### src/rtl/quadrature_decoder_pkg.sv
// Shared definitions for the quadrature decoder: Gray state encodings,
// direction constants, step classification and the default debounce length.
package quadrature_decoder_pkg;

  localparam logic [1:0]  QS_00 = 2'b00;
  localparam logic [1:0]  QS_01 = 2'b01;
  localparam logic [1:0]  QS_11 = 2'b11;
  localparam logic [1:0]  QS_10 = 2'b10;

  localparam logic        DIR_CW  = 1'b1;
  localparam logic        DIR_CCW = 1'b0;

  localparam logic [16:0] DEBOUNCE_CYCLES_DEF = 17'd50_000;

  typedef enum logic [1:0] {
    STEP_NONE    = 2'd0,
    STEP_CW      = 2'd1,
    STEP_CCW     = 2'd2,
    STEP_ILLEGAL = 2'd3
  } step_e;

  // Clockwise walks 00->10->11->01->00; the reverse walk is counter-clockwise.
  function automatic step_e classify_step(input logic [1:0] prev, input logic [1:0] cur);
    step_e res;
    case ({prev, cur})
      {QS_00, QS_10}, {QS_10, QS_11}, {QS_11, QS_01}, {QS_01, QS_00}: res = STEP_CW;
      {QS_00, QS_01}, {QS_01, QS_11}, {QS_11, QS_10}, {QS_10, QS_00}: res = STEP_CCW;
      default: begin
        if ((prev ^ cur) == 2'b11) begin
          res = STEP_ILLEGAL;
        end else begin
          res = STEP_NONE;
        end
      end
    endcase
    return res;
  endfunction

endpackage

### src/rtl/quadrature_decoder_if.sv
// Encoder inputs, clear and position/status outputs of the quadrature decoder.
interface quadrature_decoder_if;
  logic       ENC_A;
  logic       ENC_B;
  logic       CLR;
  logic [3:0] POSICION;
  logic       DIR;
  logic       PASO;
  logic       ERROR;

  modport master (
    output ENC_A, ENC_B, CLR,
    input  POSICION, DIR, PASO, ERROR
  );

  modport slave (
    input  ENC_A, ENC_B, CLR,
    output POSICION, DIR, PASO, ERROR
  );
endinterface

### src/rtl/quadrature_decoder_debounce_filter.sv
// Two-flop synchronizer followed by a stable-level debounce counter for one
// raw encoder channel.
module debounce_filter
  import quadrature_decoder_pkg::*;
#(
  parameter logic [16:0] DEBOUNCE_CYCLES = DEBOUNCE_CYCLES_DEF
) (
  input  logic CLK,
  input  logic RST_N,
  input  logic raw,
  output logic level
);

  logic        sync1_r;
  logic        sync2_r;
  logic        filt_r;
  logic [16:0] cnt_r;

  // Metastability guard for the asynchronous encoder input.
  always_ff @(posedge CLK or negedge RST_N) begin
    if (!RST_N) begin
      sync1_r <= 1'b0;
      sync2_r <= 1'b0;
    end else begin
      sync1_r <= raw;
      sync2_r <= sync1_r;
    end
  end

  // Any return to the filtered level restarts the count from zero.
  always_ff @(posedge CLK or negedge RST_N) begin
    if (!RST_N) begin
      cnt_r  <= 17'd0;
      filt_r <= 1'b0;
    end else if (sync2_r == filt_r) begin
      cnt_r  <= 17'd0;
    end else if (cnt_r == (DEBOUNCE_CYCLES - 17'd1)) begin
      cnt_r  <= 17'd0;
      filt_r <= sync2_r;
    end else begin
      cnt_r  <= cnt_r + 17'd1;
    end
  end

  assign level = filt_r;

endmodule

### src/rtl/quadrature_decoder.sv
// x4 quadrature decoder: debounced channels feed a Gray-state step detector
// driving a wrapping position counter with direction, step pulse and error flag.
module quadrature_decoder
  import quadrature_decoder_pkg::*;
#(
  parameter logic [16:0] DEBOUNCE_CYCLES = DEBOUNCE_CYCLES_DEF,
  parameter logic [3:0]  MAX_COUNT       = 4'd15
) (
  input  logic               CLK,
  input  logic               RST_N,
  quadrature_decoder_if.slave bus
);

  logic       a_f_s;
  logic       b_f_s;
  logic [1:0] cur_s;
  logic [1:0] prev_r;
  step_e      step_s;

  logic [3:0] pos_r;
  logic       dir_r;
  logic       paso_r;
  logic       err_r;
  logic [3:0] pos_nxt_s;
  logic       dir_nxt_s;
  logic       paso_nxt_s;
  logic       err_nxt_s;

  debounce_filter #(.DEBOUNCE_CYCLES(DEBOUNCE_CYCLES)) u_filt_a (
    .CLK   (CLK),
    .RST_N (RST_N),
    .raw   (bus.ENC_A),
    .level (a_f_s)
  );

  debounce_filter #(.DEBOUNCE_CYCLES(DEBOUNCE_CYCLES)) u_filt_b (
    .CLK   (CLK),
    .RST_N (RST_N),
    .raw   (bus.ENC_B),
    .level (b_f_s)
  );

  assign cur_s = {a_f_s, b_f_s};

  // Step decode and position update; CLR wins over a coincident step.
  always_comb begin
    step_s     = classify_step(prev_r, cur_s);
    pos_nxt_s  = pos_r;
    dir_nxt_s  = dir_r;
    paso_nxt_s = 1'b0;
    err_nxt_s  = err_r;
    if (bus.CLR) begin
      pos_nxt_s = 4'd0;
      err_nxt_s = 1'b0;
    end else begin
      case (step_s)
        STEP_CW: begin
          pos_nxt_s  = (pos_r >= MAX_COUNT) ? 4'd0 : pos_r + 4'd1;
          dir_nxt_s  = DIR_CW;
          paso_nxt_s = 1'b1;
        end
        STEP_CCW: begin
          pos_nxt_s  = ((pos_r == 4'd0) || (pos_r > MAX_COUNT)) ? MAX_COUNT : pos_r - 4'd1;
          dir_nxt_s  = DIR_CCW;
          paso_nxt_s = 1'b1;
        end
        STEP_ILLEGAL: begin
          err_nxt_s = 1'b1;
        end
        default: begin
          paso_nxt_s = 1'b0;
        end
      endcase
    end
  end

  // Output and previous-state registers.
  always_ff @(posedge CLK or negedge RST_N) begin
    if (!RST_N) begin
      prev_r <= QS_00;
      pos_r  <= 4'd0;
      dir_r  <= 1'b0;
      paso_r <= 1'b0;
      err_r  <= 1'b0;
    end else begin
      prev_r <= cur_s;
      pos_r  <= pos_nxt_s;
      dir_r  <= dir_nxt_s;
      paso_r <= paso_nxt_s;
      err_r  <= err_nxt_s;
    end
  end

  assign bus.POSICION = pos_r;
  assign bus.DIR      = dir_r;
  assign bus.PASO     = paso_r;
  assign bus.ERROR    = err_r;

endmodule

### src/flat_wrapper.sv
// flat-port wrapper written by rule: the top's interface ports become plain ports
module quadrature_decoder_flat import quadrature_decoder_pkg::*;
#(
  parameter logic [16:0] DEBOUNCE_CYCLES = DEBOUNCE_CYCLES_DEF,
  parameter logic [3:0]  MAX_COUNT       = 4'd15
)
  (CLK, RST_N, bus_ENC_A, bus_ENC_B, bus_CLR, bus_POSICION, bus_DIR, bus_PASO, bus_ERROR);
  quadrature_decoder_if bus_i ();
  input  logic CLK;
  input  logic RST_N;
  input wire logic [$bits(bus_i.ENC_A)-1:0] bus_ENC_A;
  input wire logic [$bits(bus_i.ENC_B)-1:0] bus_ENC_B;
  input wire logic [$bits(bus_i.CLR)-1:0] bus_CLR;
  output wire logic [$bits(bus_i.POSICION)-1:0] bus_POSICION;
  output wire logic [$bits(bus_i.DIR)-1:0] bus_DIR;
  output wire logic [$bits(bus_i.PASO)-1:0] bus_PASO;
  output wire logic [$bits(bus_i.ERROR)-1:0] bus_ERROR;
  assign bus_i.ENC_A = bus_ENC_A;
  assign bus_i.ENC_B = bus_ENC_B;
  assign bus_i.CLR = bus_CLR;
  assign bus_POSICION = bus_i.POSICION;
  assign bus_DIR = bus_i.DIR;
  assign bus_PASO = bus_i.PASO;
  assign bus_ERROR = bus_i.ERROR;
  quadrature_decoder #(.DEBOUNCE_CYCLES(DEBOUNCE_CYCLES), .MAX_COUNT(MAX_COUNT)) u_core (.CLK(CLK), .RST_N(RST_N), .bus(bus_i));
endmodule
### config.mk
export PLATFORM = sky130hd
export DESIGN_NAME = quadrature_decoder_flat
export DESIGN_NICKNAME = d
export VERILOG_FILES = /design/src/rtl/quadrature_decoder_pkg.sv /design/src/rtl/quadrature_decoder_if.sv /design/src/rtl/quadrature_decoder_debounce_filter.sv /design/src/rtl/quadrature_decoder.sv /design/src/flat_wrapper.sv
export SDC_FILE = /design/constraint.sdc
export NUM_CORES = 1
export LEC_CHECK = 0
export BUFFER_PORTS_ARGS = -buffer_cell sky130_fd_sc_hd__buf_2
export CAP_MARGIN = 20
export CORE_ASPECT_RATIO = 1.4
export CORE_MARGIN = 2
export CORE_UTILIZATION = 28
export DETAILED_ROUTE_END_ITERATION = 10
export GPL_ROUTABILITY_DRIVEN = 1
export PLACE_DENSITY = 0.5
export SLEW_MARGIN = 5
export SYNTH_ARGS = -nofsm -noshare
export SYNTH_HDL_FRONTEND = slang
export SYNTH_SLANG_ARGS = --single-unit
### constraint.sdc
create_clock -name CLK -period 3.3 [get_ports CLK]
set_input_delay 0.33 -clock CLK [delete_from_list [all_inputs] [get_ports CLK]]
set_output_delay 0.33 -clock CLK [all_outputs]
set_load 0.05 [all_outputs]
Word-level counts from Yosys, hierarchy flattened
Index checks and enable logic that the tools add are counted.
{ "word_totals": {"wordCells": 65, "out_inout_bits": 7, "reg_bits": 49, "input_bits": 5} }
{ "op_classes": {"eq_ne": 16, "bitwise_logic": 4, "add_sub_neg": 4, "magnitude_cmp": 2, "reduce_logical": 11, "muxes": 15} }
{ "op_table": {"columns": ["op", "count"], "rows": [
  ["17-bit 2-to-1 mux", 4],
  ["17-bit by 1-bit adder with 17-bit output (second input constant)", 2],
  ["17-bit by 16-bit == test with 1-bit output (second input constant)", 2],
  ["4-bit == test (second input constant)", 4],
  ["4-bit 2-to-1 mux", 3],
  ["4-bit by 3-bit == test with 1-bit output (second input constant)", 2],
  ["4-bit case mux with 2 select lines", 1],
  ["4-bit OR reduction", 2],
  ["2-bit == test (second input constant)", 3],
  ["2-bit AND reduction", 3],
  ["4-bit by 1-bit adder with 4-bit output (second input constant)", 1],
  ["4-bit by 1-bit == test with 1-bit output (second input constant)", 1],
  ["4-bit by 2-bit == test with 1-bit output (second input constant)", 1],
  ["4-bit >= comparator (second input constant)", 1],
  ["4-bit > comparator (second input constant)", 1],
  ["4-bit logical NOT", 1],
  ["1-bit 2-to-1 mux", 4],
  ["2-bit case mux with 2 select lines", 1],
  ["2-bit nonzero test", 2],
  ["4-bit by 1-bit subtractor with 4-bit output (second input constant)", 1],
  ["1-bit NOT", 3],
  ["3-bit nonzero test", 1],
  ["1-bit == test", 2],
  ["2-bit by 1-bit == test with 1-bit output (second input constant)", 1],
  ["other kinds (5)", 5]
]} }

Logic depth before layout (Yosys ltp)
{ "depth": {"depth_word": 8, "ltp_mapped": 10, "depth_no_buf": 9} }

By module
From an unflattened synthesis, not the netlist that was laid out.
{ "unflattened": {"hier_cells": 240, "hier_area_um2": 2459.9} }
{ "by_module_without_submodules": {"columns": ["module", "cells_per_inst", "n_inst", "seq_area_each_um2", "area_per_inst_um2"], "rows": [
  ["debounce_filter", 92, 2, 500.5, 959.7],
  ["quadrature_decoder", 56, 1, 225.2, 540.5]
]} }

Worst setup path before layout
No wires, ideal clock.
{ "synth_path": {"path_kind": "reg2reg", "from": "register u_core.u_filt_b.filt_r, in the netlist u_core.u_filt_b.level", "to": "register u_core.pos_r[2], in the netlist u_core.bus.POSICION[2]", "slack_ns": 1.486, "setup_time_ns": 0.128, "synth_period_minus_slack_ns": 1.814, "t_arrival_ns": 1.686, "n_path_buf": 2, "required_ns": 3.172, "path_stages_with_launch": 11, "path_cell_list": "dfrtp_1 > clkbuf_1 > nand2_1 > o21ai_0 > o21ai_0 > ha_1 > clkbuf_1 > nand2_1 > o21ai_0 > xnor2_1 > nor2_1"} }
{ "synth_between": {"elab_chain_len": 7, "word_cells_on_any_way": 19, "classes_between": "eq/ne (11); mux (4); bitwise (1); reduce/logical (3)"} }
{ "synth_rtl": {"columns": ["item", "line", "text"], "rows": [
  ["start: declaration", "quadrature_decoder_debounce_filter.sv:16", "logic filt_r;"],
  ["start signal: assignment", "quadrature_decoder_debounce_filter.sv:39", "filt_r <= sync2_r;"],
  ["2-bit XOR", "quadrature_decoder_pkg.sv:29", "if ((prev ^ cur) == 2'b11) begin"],
  ["2-bit == test", "quadrature_decoder_pkg.sv:29", null],
  ["2-bit 2-to-1 mux", "quadrature_decoder_pkg.sv:29", null],
  ["2-bit case mux with 2 select lines *", "quadrature_decoder_pkg.sv:25", "case ({prev, cur})"],
  ["2-bit == test or 2-bit by 1-bit == test with 1-bit output (tied branches)", "quadrature_decoder.sv:56", "case (step_s)"],
  ["4-bit case mux with 2 select lines", "quadrature_decoder.sv:56", null],
  ["4-bit 2-to-1 mux", "quadrature_decoder.sv:52", "if (bus.CLR) begin"],
  ["end signal: assignment", "quadrature_decoder.sv:87", "pos_r <= pos_nxt_s;"],
  ["end: declaration", "quadrature_decoder.sv:20", "logic [3:0] pos_r;"]
]} }
Mark *: on every way between the ends. The rest lies on a longest branch, timed or not.
A chain may end at the register's enable or synchronous reset.

Final worst setup path
{ "layout_path": {"from": "register u_core.u_filt_b.cnt_r[11]", "to": "register u_core.u_filt_b.cnt_r[10]"} }
{ "layout_between": {"elab_chain_len": 3} }
{ "layout_rtl": {"columns": ["item", "line", "text"], "rows": [
  ["start: declaration", "quadrature_decoder_debounce_filter.sv:17", "logic [16:0] cnt_r;"],
  ["start signal: assignment", "quadrature_decoder_debounce_filter.sv:41", "cnt_r <= cnt_r + 17'd1;"],
  ["17-bit by 16-bit == test with 1-bit output", "quadrature_decoder_debounce_filter.sv:37", "end else if (cnt_r == (DEBOUNCE_CYCLES - 17'd1)) begin"],
  ["17-bit 2-to-1 mux", "quadrature_decoder_debounce_filter.sv:37", null],
  ["17-bit 2-to-1 mux", "quadrature_decoder_debounce_filter.sv:35", "end else if (sync2_r == filt_r) begin"]
]} }
Every way passes these cells.

==> impl_metrics.env <==
export IMPL_netlist_top_cells_area="dfrtp_1 51%, xnor2_1 8.4%, nor2_1 6.9%"
export IMPL_drive_gt1_frac=0.09843
export IMPL_cellPowerDensity_mw_per_mm2=429.7
export IMPL_synth_top_area_frac=0.5117
export IMPL_htree_levels=2
export IMPL_path_clk_slew_ns=0.07
export IMPL_crit_arrival_ns=2.11
export IMPL_areaGrowthSynthToFinish_pct=12.95
export IMPL_path_cells="or4b_1, or3_4, o21ai_4, nor2_1"
export IMPL_rrSetupSlack_ns=1.34
export IMPL_slew_headroom=0.4651
export IMPL_r2r_start="u_core.u_filt_b.cnt_r[11]"
export IMPL_r2r_cells=4
export IMPL_yosysMostFrequentCell="dfrtp_1"
export IMPL_startpoint="u_core.u_filt_b.cnt_r[11]"
export IMPL_drv_slew=0
export IMPL_finalNetCount=265
export IMPL_ctsResizeCount=0
export IMPL_cp_depth=4
export IMPL_max_cap_viol_count=0
export IMPL_leakage_nw=1.099
export IMPL_die_w_um=82.18
export IMPL_synth_area_mm2=0.002396
export IMPL_die_height_um=113.5
export IMPL_first_pass_iters=4
export IMPL_drt_wl_total_um=4488
export IMPL_dp_slack_ns=1.333
export IMPL_finalSetupTns_ns=0
export IMPL_syn_avg_cell_area_um2=10.03
export IMPL_vias=1738
export IMPL_path_delay_family="simple AND/OR/NAND/NOR gates"
export IMPL_synth_cells=239
export IMPL_setup_viol=0
export IMPL_cpMaxStageDelayCell="or4b_1"
export IMPL_synth_edff_count=0
export IMPL_diodes=0
export IMPL_grt_pass1_vias=1798
export IMPL_cts_buffers=5
export IMPL_multi_input_area_mm2=0.001114
export IMPL_core_mm2=0.008247
export IMPL_grt_max_degree=36
export IMPL_crit_end="u_core.u_filt_b.cnt_r[10]"
export IMPL_critical_path_endpoint_type="flop"
export IMPL_required_ns=3.44
export IMPL_synth_main_ff_cell="dfrtp_1"
export IMPL_start_kind="flop"
export IMPL_globalplace_congestion=0.8038
export IMPL_clk_latency_ns=0.28
export IMPL_dp_hpwl_um=3168
export IMPL_final_area_mm2=0.002706
export IMPL_root_buffer="clkbuf_16"
export IMPL_ctsHoldBuffers=0
export IMPL_gr_usage_all_layers=0.1104
export IMPL_antenna_found_initial=0
export IMPL_drtIter0Drc=61
export IMPL_rsz0062_at_grt="no"
export IMPL_clock_skew_ns=0.008724
export IMPL_placed_area_mm2=0.002560
export IMPL_cts_sinks=49
export IMPL_critPathMaxFanout=17
export IMPL_via_per_inst=4.882
export IMPL_start_util=0.2905
export IMPL_dp_cells=348
export IMPL_layout_setup_ws_ns=1.336
export IMPL_synth_seq_cells=49
export IMPL_worstReg2RegEnd="u_core.u_filt_b.cnt_r[10]"
export IMPL_worst_pin_slew_ns=0.8023
export IMPL_synth_common_cells="49 x dfrtp_1, 44 x nor2_1, 23 x xnor2_1"
export IMPL_ir_drop_mv=0.2345
export IMPL_grt_pass1_wl_um=8197
export IMPL_rows=39
export IMPL_post_route_drc_count=0
export IMPL_netlist_cell_type_count=38
export IMPL_post_route_period_util=0.5952
export IMPL_hp_class="primary input to async pin"
export IMPL_stdcell_count=356
export IMPL_synthArstFlopShare=1.000
export IMPL_ioPinCount=12
export IMPL_synth_yosys_seq_area_share=0.5117
export IMPL_fin_util=0.3282
export IMPL_outcome="completed"
export IMPL_postCtsSetupRepairBufs=0
export IMPL_ant_nets=0
export IMPL_slowest_delay_ns=0.54
export IMPL_cts_tree="yes"
export IMPL_synth_warnings=0
export IMPL_critPathBufInv=0
export IMPL_fmax_ghz=0.5091
export IMPL_wl_per_cell_um=12.61
export IMPL_yosysTopAreaCell="dfrtp_1"
export IMPL_die_area_mm2=0.009324
export IMPL_critical_path_class="flop to flop"
export IMPL_clockBufferDepth=2
export IMPL_final_seq_area_mm2=0.001226
export IMPL_hold_viol_final=0
export IMPL_period_needed_ns=1.964
export IMPL_nFillCells=848
export IMPL_synth_nets=251
export IMPL_grt_ovfl_total=0
export IMPL_portBuffers=11
==> logic make-up after synthesis <==
logic type               after synthesis  synth area share
AND/OR/NAND/NOR                      113            0.2371
adder cells (fa/ha/maj)                7           0.03655
buffers and inverters                 13           0.02350
multiplexers                           3           0.01358
XOR/XNOR                              31            0.1133
AO/OA/AOI/OAI                         23           0.06423
flip-flops                            49            0.5118
==> layout by cell type (no fill, tap or decap), types with 7 or more instances in the layout <==
master and count:
inv_1 8, o21ai_0 7, nor2_1 44, ha_1 7, nand3_1 14, dfrtp_1 49
buf_2 11, nor4_1 11, nand2_1 12, xor2_1 8, nand4_1 12, xnor2_1 23
==> how the worst min path moves through the flow <==
stage / startpoint / end / depth (start not counted)
2_1_floorplan: RST_N / u_core.bus.DIR / 0
3_3_place_gp: u_core.u_filt_b.sync1_r / u_core.u_filt_b.sync2_r / 0
3_5_place_dp: u_core.u_filt_b.sync1_r / u_core.u_filt_b.sync2_r / 0
4_1_cts: bus_ENC_A / u_core.u_filt_a.sync1_r / 1
5_1_grt: bus_ENC_B / u_core.u_filt_b.sync1_r / 1
6_report: RST_N / u_core.u_filt_a.cnt_r[7] / 1
==> final cells by class <==
class / instances / area share
flip-flops and latches: 49 / 0.4531
multi-input cells: 177 / 0.4115
inverters: 8 / 0.01110
well taps: 102 / 0.04716
repair buffers: 12 / 0.02312
clock inverters: 3 / 0.007859
clock buffers: 5 / 0.04623
==> routing by layer <==
metal,GRT usage,routed length (µm),vias to the layer above
met4,0.03667,40,0
li1,-,-,868
met5,0,0,-
met3,0.02136,69,2
met1,0.1288,2040,858
met2,0.1973,2337,10
==> flip-flops by register name, summed over array words and instances, names as in the netlist <==
signal	count
u_core.u_filt_a.sync2_r	1
u_core.u_filt_b.sync2_r	1
u_core.prev_r	2
u_core.bus.PASO	1
u_core.u_filt_a.level	1
u_core.bus.ERROR	1
u_core.bus.POSICION	4
u_core.u_filt_b.cnt_r	17
u_core.bus.DIR	1
u_core.u_filt_a.cnt_r	17
u_core.u_filt_a.sync1_r	1
u_core.u_filt_b.sync1_r	1
u_core.u_filt_b.level	1
==> report_power, final <==
part	total [mW]	switching, mW	internal [mW]
clock	0.504	0.222	0.282
combinational	0.0406	0.0302	0.0104
sequential	0.618	0.00855	0.609
==> through the flow <==
stage	total power, mW	hold slack [ns]
6_report	1.163	0.1280
5_1_grt	1.221	0.1401
4_1_cts	1.191	0.1410
3_5_place_dp	0.6726	0.3411
3_3_place_gp	0.6721	0.3318
2_1_floorplan	0.6500	0.03441
No activity file was read; power rests on OpenSTA's default activity.
